$ cat src/rtl/alu_uart_host_if.sv
// ============================================================================
// Module      : alu_uart_host_if
// Description : FIFO-side bundle between the ALU link host and the UART core.
// Revision    : 1.0 - initial release
// ============================================================================
`default_nettype none

interface alu_uart_host_if;
    logic       tx_full;
    logic       wr_uart;
    logic [7:0] w_data;
    logic       rx_empty;
    logic       rd_uart;
    logic [7:0] r_data;

    modport master (
        input  tx_full,
        input  rx_empty,
        input  r_data,
        output wr_uart,
        output w_data,
        output rd_uart
    );

    modport slave (
        output tx_full,
        output rx_empty,
        output r_data,
        input  wr_uart,
        input  w_data,
        input  rd_uart
    );
endinterface

`default_nettype wire

$ cat src/rtl/alu_uart_host.sv
// ============================================================================
// Module      : alu_uart_host
// Description : Sends one (a, b, op) frame over the UART FIFOs and waits for
//               the single result byte, with timeout and stray-byte dropping.
// Revision    : 1.0 - initial release
// ============================================================================
`default_nettype none

module alu_uart_host #(
    parameter int REG_SIZE       = 8,
    parameter int TIMEOUT_CYCLES = 1000000,
    parameter int TMO_W          = 20
) (
    input  wire logic                       clk,
    input  wire logic                       reset,
    input  wire logic                       start,
    input  wire logic signed [REG_SIZE-1:0] a_in,
    input  wire logic signed [REG_SIZE-1:0] b_in,
    input  wire logic        [REG_SIZE-1:0] op_in,
    output logic                            busy,
    output logic                            done,
    output logic                            timeout,
    output logic                            stray_rx,
    output logic signed      [REG_SIZE-1:0] result,
    alu_uart_host_if.master                 uart
);

    typedef enum logic [2:0] {
        ST_IDLE     = 3'd0,
        ST_SEND_A   = 3'd1,
        ST_SEND_B   = 3'd2,
        ST_SEND_OP  = 3'd3,
        ST_WAIT_RES = 3'd4,
        ST_DONE     = 3'd5,
        ST_TMO      = 3'd6
    } state_t;

    localparam logic [TMO_W-1:0] c_tmo_last = TMO_W'(TIMEOUT_CYCLES - 1);

    state_t                     r_state_q,  w_state_d;
    logic signed [REG_SIZE-1:0] r_a_q,      w_a_d;
    logic signed [REG_SIZE-1:0] r_b_q,      w_b_d;
    logic        [REG_SIZE-1:0] r_op_q,     w_op_d;
    logic signed [REG_SIZE-1:0] r_result_q, w_result_d;
    logic        [TMO_W-1:0]    r_timer_q,  w_timer_d;

    logic       w_wr;
    logic [7:0] w_wdata;
    logic       w_rd;
    logic       w_stray;

    always_ff @(posedge clk) begin
        if (reset) begin
            r_state_q  <= ST_IDLE;
            r_a_q      <= '0;
            r_b_q      <= '0;
            r_op_q     <= '0;
            r_result_q <= '0;
            r_timer_q  <= '0;
        end else begin
            r_state_q  <= w_state_d;
            r_a_q      <= w_a_d;
            r_b_q      <= w_b_d;
            r_op_q     <= w_op_d;
            r_result_q <= w_result_d;
            r_timer_q  <= w_timer_d;
        end
    end

    always_comb begin
        w_state_d  = r_state_q;
        w_a_d      = r_a_q;
        w_b_d      = r_b_q;
        w_op_d     = r_op_q;
        w_result_d = r_result_q;
        w_timer_d  = r_timer_q;
        w_wr       = 1'b0;
        w_wdata    = 8'h00;
        w_rd       = 1'b0;
        w_stray    = 1'b0;
        case (r_state_q)
            ST_IDLE: begin
                // Anything sitting in RX while idle is unsolicited; drain it.
                w_rd    = ~uart.rx_empty;
                w_stray = ~uart.rx_empty;
                if (start) begin
                    w_a_d     = a_in;
                    w_b_d     = b_in;
                    w_op_d    = op_in;
                    w_state_d = ST_SEND_A;
                end
            end
            ST_SEND_A: begin
                w_wdata = 8'(r_a_q);
                w_wr    = ~uart.tx_full;
                if (w_wr) w_state_d = ST_SEND_B;
            end
            ST_SEND_B: begin
                w_wdata = 8'(r_b_q);
                w_wr    = ~uart.tx_full;
                if (w_wr) w_state_d = ST_SEND_OP;
            end
            ST_SEND_OP: begin
                w_wdata = 8'(r_op_q);
                w_wr    = ~uart.tx_full;
                if (w_wr) begin
                    w_state_d = ST_WAIT_RES;
                    w_timer_d = '0;
                end
            end
            ST_WAIT_RES: begin
                w_rd = ~uart.rx_empty;
                if (!uart.rx_empty) begin
                    w_result_d = REG_SIZE'(uart.r_data);
                    w_state_d  = ST_DONE;
                end else if (r_timer_q == c_tmo_last) begin
                    w_state_d = ST_TMO;
                end else begin
                    w_timer_d = r_timer_q + 1'b1;
                end
            end
            ST_DONE:  w_state_d = ST_IDLE;
            ST_TMO:   w_state_d = ST_IDLE;
            default:  w_state_d = ST_IDLE;
        endcase
    end

    // Strobes are forced low while reset is held so nothing is pushed or popped.
    assign uart.wr_uart = w_wr & ~reset;
    assign uart.w_data  = reset ? 8'h00 : w_wdata;
    assign uart.rd_uart = w_rd & ~reset;
    assign stray_rx     = w_stray & ~reset;
    assign busy         = (r_state_q != ST_IDLE) & ~reset;
    assign done         = (r_state_q == ST_DONE) & ~reset;
    assign timeout      = (r_state_q == ST_TMO) & ~reset;
    assign result       = r_result_q;

endmodule

`default_nettype wire

$ cat src/flat_wrapper.sv
// flat-port wrapper written by rule: the top's interface ports become plain ports
module alu_uart_host_flat 
#(
    parameter int REG_SIZE       = 8,
    parameter int TIMEOUT_CYCLES = 1000000,
    parameter int TMO_W          = 20
)
  (clk, reset, start, a_in, b_in, op_in, busy, done, timeout, stray_rx, result, uart_tx_full, uart_rx_empty, uart_r_data, uart_wr_uart, uart_w_data, uart_rd_uart);
  alu_uart_host_if uart_i ();
  input  wire logic clk;
  input  wire logic reset;
  input  wire logic start;
  input  wire logic signed [REG_SIZE-1:0] a_in;
  input  wire logic signed [REG_SIZE-1:0] b_in;
  input  wire logic        [REG_SIZE-1:0] op_in;
  output logic busy;
  output logic done;
  output logic timeout;
  output logic stray_rx;
  output logic signed      [REG_SIZE-1:0] result;
  input wire logic [$bits(uart_i.tx_full)-1:0] uart_tx_full;
  input wire logic [$bits(uart_i.rx_empty)-1:0] uart_rx_empty;
  input wire logic [$bits(uart_i.r_data)-1:0] uart_r_data;
  output wire logic [$bits(uart_i.wr_uart)-1:0] uart_wr_uart;
  output wire logic [$bits(uart_i.w_data)-1:0] uart_w_data;
  output wire logic [$bits(uart_i.rd_uart)-1:0] uart_rd_uart;
  assign uart_i.tx_full = uart_tx_full;
  assign uart_i.rx_empty = uart_rx_empty;
  assign uart_i.r_data = uart_r_data;
  assign uart_wr_uart = uart_i.wr_uart;
  assign uart_w_data = uart_i.w_data;
  assign uart_rd_uart = uart_i.rd_uart;
  alu_uart_host #(.REG_SIZE(REG_SIZE), .TIMEOUT_CYCLES(TIMEOUT_CYCLES), .TMO_W(TMO_W)) u_core (.clk(clk), .reset(reset), .start(start), .a_in(a_in), .b_in(b_in), .op_in(op_in), .busy(busy), .done(done), .timeout(timeout), .stray_rx(stray_rx), .result(result), .uart(uart_i));
endmodule
$ cat config.mk
export PLATFORM = sky130hd
export DESIGN_NAME = alu_uart_host_flat
export DESIGN_NICKNAME = d
export VERILOG_FILES = /design/src/rtl/alu_uart_host_if.sv /design/src/rtl/alu_uart_host.sv /design/src/flat_wrapper.sv
export SDC_FILE = /design/constraint.sdc
export NUM_CORES = 1
export LEC_CHECK = 0
export BUFFER_PORTS_ARGS = -buffer_cell sky130_fd_sc_hd__buf_4
export CAP_MARGIN = 10
export CORE_MARGIN = 4
export CORE_UTILIZATION = 58
export DETAILED_ROUTE_END_ITERATION = 8
export PLACE_DENSITY = 0.84
export SYNTH_ARGS = -nofsm -noshare
export SYNTH_HDL_FRONTEND = slang
export SYNTH_SLANG_ARGS = --single-unit
$ cat constraint.sdc
create_clock -name clk -period 6.27 [get_ports clk]
set_clock_uncertainty 0.15 [all_clocks]
set_input_delay 1.254 -clock clk [delete_from_list [all_inputs] [get_ports clk]]
set_output_delay 1.254 -clock clk [all_outputs]
set_load 0.02 [all_outputs]
-- Word level (Yosys, flattened, before mapping)
Index checks and enable logic that the tools add are counted.
- bits of input ports: 37
- flip-flop bits (word level): 55
- eq/ne operators: 14
- bitwise logic cells: 9
- $add $sub $neg: 1
- mux-type cells: 16
- reductions and logical operators: 9
- operator list (kind ; count):
    two-way mux 20 bit ; 3
    case mux 20 bit (2 select lines) ; 1
    case mux 8 bit (3 select lines) ; 1
    adder 20 x 1 -> 20 bit, second input constant ; 1
    equality test 20 bit, second input constant ; 1
    two-way mux 3 bit ; 6
    case mux 3 bit (5 select lines) ; 1
    inequality test 2 bit, second input constant ; 6
    equality test 3 bit, second input constant ; 3
    two-way mux 8 bit ; 1
    AND 1 bit ; 6
    equality test 3 x 2 -> 1 bit, second input constant ; 2
    AND reduction 5 bit ; 1
    AND reduction 2 bit ; 2
    AND reduction 4 bit ; 1
    equality test 3 x 1 -> 1 bit, second input constant ; 1
    logical NOT 3 bit ; 1
    two-way mux 1 bit ; 3
    inequality test 3 x 2 -> 1 bit, second input constant ; 1
    inverter 1 bit ; 3
    nonzero test 3 bit ; 1
    OR reduction 3 bit ; 1
    nonzero test 2 bit ; 1
    OR reduction 2 bit ; 1

-- Depth between registers and ports, before layout
- word-level depth: 4
- mapped depth: 9
- gate-level depth less buffers: 7

-- Least setup slack after synthesis
OpenSTA, ideal clock, no wires.
- kind: in2out
- start: input reset
- end: output uart_rd_uart
- stages: 3
- buffers on the path: 2
- slack: 2250 ps
- arrival: 2616 ps
- required time: 4866 ps
- cells stage by stage: clkdlybuf4s50_2 > clkbuf_1 > nor4_1
- word-level cells in the longest chain between the ends: 2
- RTL lines (what ; line ; source):
    start: declaration ; flat_wrapper.sv:11 ; input wire logic reset;
    inverter 1 bit ; alu_uart_host.sv:131 ; assign uart.rd_uart = w_rd & ~reset;
    AND 1 bit ; alu_uart_host.sv:131 ;
    end: declaration ; flat_wrapper.sv:26 ; output wire logic [$bits(uart_i.rd_uart)-1:0] uart_rd_uart;
No other way between the ends.

-- Final worst setup path
- start: input reset
- end: output uart_wr_uart
- word-level cells in the longest chain between the ends: 2
- RTL lines (what ; line ; source):
    inverter 1 bit ; alu_uart_host.sv:129 ; assign uart.wr_uart = w_wr & ~reset;
    AND 1 bit ; alu_uart_host.sv:129 ;
    end: declaration ; flat_wrapper.sv:24 ; output wire logic [$bits(uart_i.wr_uart)-1:0] uart_wr_uart;
No other way between the ends.

==> qor.csv <==
metric;value;unit
Total Wirelength;6210;um
GRT overflow;0;
WP data required;4870;ps
Fillers;366;
CTS tree;built;
r2r setup slk;3630;ps
ANT cells;0;
Initial Util;60.9;%
Die H;76.3;um
maximum VDD drop;178;uV
core region area;0.00444;mm2
Yosys top cell by area;dfxtp_1;
# IOs;59;
slew margin rel.;44.6;%
maximum number of pins on one net before global-route repair;63;
combinational share of power;13.5;%
RD Place Congestion;0.821;
hold crit path type;register to register;
Antenna Violating Nets Remaining;0;
top cells by count, synth;nand2_1 (84), dfxtp_1 (55), a21oi_1 (52);
Max Cap Viol;0;
Least-Margin Pin Slew;832;ps
warnings from Yosys;0;
via count;2505;
global-route wire length before repair;10600;um
DRC violations left;0;
critical path class;input pin to primary output;
Final nets;428;
Root Driver;clkbuf_8;
Port-buffer cells;58;
Peak Freq;0.258;GHz
H-tree levels;2;
Net Sw Power;197;uW
Clk pwr share;36.7;%
Crit path arrival time;2470;ps
FF-to-FF path depth;6;
number of clock sinks;55;
sequential power share;49.9;%
final cycle utilization of the critical path;61.7;%
Max FO, Critical Path;62;
Synth top area share;40.7;%
RSZ-0062 raised after global routing;no;
switch share;25.7;%
sequential element share of the synthesized area;40.7;%
Critical R2R Capture;u_core.r_timer_q[3];
vias in the first global route;2285;
Seq cells post-synth;55;
Max Slew Vio Count;0;
worst-skew pair later-pin latency;320;ps
DP HPWL;4210;um
Die Span X;76.3;um
most common cell in the netlist;nand2_1;
Die ar.;0.00582;mm2
Worst R2R Start;u_core.r_state_q[1];
Internal;571;uW
Area contributors post-synth;dfxtp_1 (41%), nand2_1 (12%), a21oi_1 (9.6%), nor2_1 (4.7%), mux2_2 (3.3%);
GRT Total Usage;21.7;%
total CTS buffers;5;
setup violators final;0;
Lkg Pwr;1.18;nW
post-CTS setup buffers;0;
Layout area overhead;18.5;%
clk buf depth;2;
Post-Syn Area;0.00271;mm2
initial antenna violation count;0;
clk slew on worst S/H paths;100;ps
CTS Hold Bufs;0;
Post-synth EDFFs;0;
share of cells above drive strength 1;22.3;%
synthesized net count;389;
cell area power density;239;mW/mm2
Syn Inst Count;351;
Tmin final;3870;ps
Vias/cell;5.65;
ys flop type;dfxtp_1;
post-CTS resize count;0;
drt pass-1 iters;4;
Worst Hold Launch;u_core.result[2];
Final Hold Fails;0;
Synth async-reset ratio;0;%
Avg Cell Area, Syn;7.71;um2
synth unique cells;49;
crit path to;uart_wr_uart;
Setup TNS Final;0;ps
DRT iter0 DRCs;207;
Power Total;768;uW
Crit. Startpoint;reset;
Setup crit start kind;input pin;
Hold Path Stages;2;
status;complete, no violations;
wire per inst;14.0;um
Crit. End Element;primary output;
row count;24;
==> worst max-delay path: stages <==
cell and delay [ps]:
buf_4 290, or3_1 580, nor2_1 170, buf_4 160
==> state kept, by name, summed over array words and instances, names as in the netlist <==
| register | cells |
|---|---|
| u_core.r_timer_q | 20 |
| u_core.r_a_q | 8 |
| u_core.r_b_q | 8 |
| u_core.r_op_q | 8 |
| u_core.result | 8 |
| u_core.r_state_q | 3 |
==> power by group through the flow <==
| stage | sequential, mW | clock [mW] | combinational, mW |
|---|---|---|---|
| global placement | 0.390 | 0 | 0.103 |
| floorplan | 0.379 | 0 | 0.0803 |
| CTS | 0.382 | 0.284 | 0.104 |
| finish | 0.383 | 0.281 | 0.104 |
| detailed placement | 0.391 | 0 | 0.104 |
| global route | 0.385 | 0.298 | 0.116 |
==> how the worst min path moves through the flow <==
stage	endpoint
6_report	u_core.result[2]
5_1_grt	u_core.r_op_q[1]
4_1_cts	u_core.r_op_q[1]
3_5_place_dp	u_core.r_op_q[1]
3_3_place_gp	u_core.r_op_q[4]
2_1_floorplan	u_core.r_timer_q[19]
==> stage by stage <==
step	cell area (um2)	hold slack, ps	std cells	util (%)	worst slack [ps]
floorplan	2710	274	351	-	2250
global placement	3070	289	435	69.1	2390
detailed placement	3070	295	435	69.1	2390
CTS	3210	308	443	72.2	2390
global route	3210	323	443	72.2	2290
finish	3210	309	443	72.2	2400
==> cell usage in the layout (no fill, tap or decap), drive strengths merged, types with 2 or more instances in the layout <==
cell    netlist  final
nand2        84     84
buf           7     58
dfxtp        55     55
a21oi        52     52
nor2         36     36
o21ai        12     12
mux2          8      8
a22oi         8      8
nand2b        8      8
a311oi        7      7
or3           7      7
nor3          5      5
clkbuf       18      5
nand4         5      5
and2          4      4
nand3         4      4
nand3b        4      4
nor3b         3      3
nor4          3      3
nor2b         2      2
inv           2      2
bufinv        0      2
nor4b         2      2
==> cells by family after synthesis <==
group / count (synthesis) / share of synthesized area, %
and+or+nand+nor: 170 / 30.5
muxes: 8 / 3.33
DFF: 55 / 40.7
buffers and inverters: 28 / 5.27
AOI/OAI and AO/OA: 89 / 19.8
adders and majority gates: 1 / 0.462
==> area by class of cell <==
type                       instances  area (um2)  share of cell area [%]
sequential                        55        1100                    34.3
inverter                           2        7.51                   0.234
timing repair buffer              58         435                    13.6
clock inverter                     3        67.6                    2.11
clock buffer                       5        68.8                    2.15
tap                               52        65.1                    2.03
multi-input combinational        268        1460                    45.6
==> per-layer routing <==
layer	vias to the layer above	routed length, um	global-route usage, %
li1	1291	-	-
met3	8	408	5.32
met2	74	2910	36.2
met5	-	0	0
met4	0	76	6.52
met1	1132	2810	27.7
No activity file was read; power rests on OpenSTA's default activity.
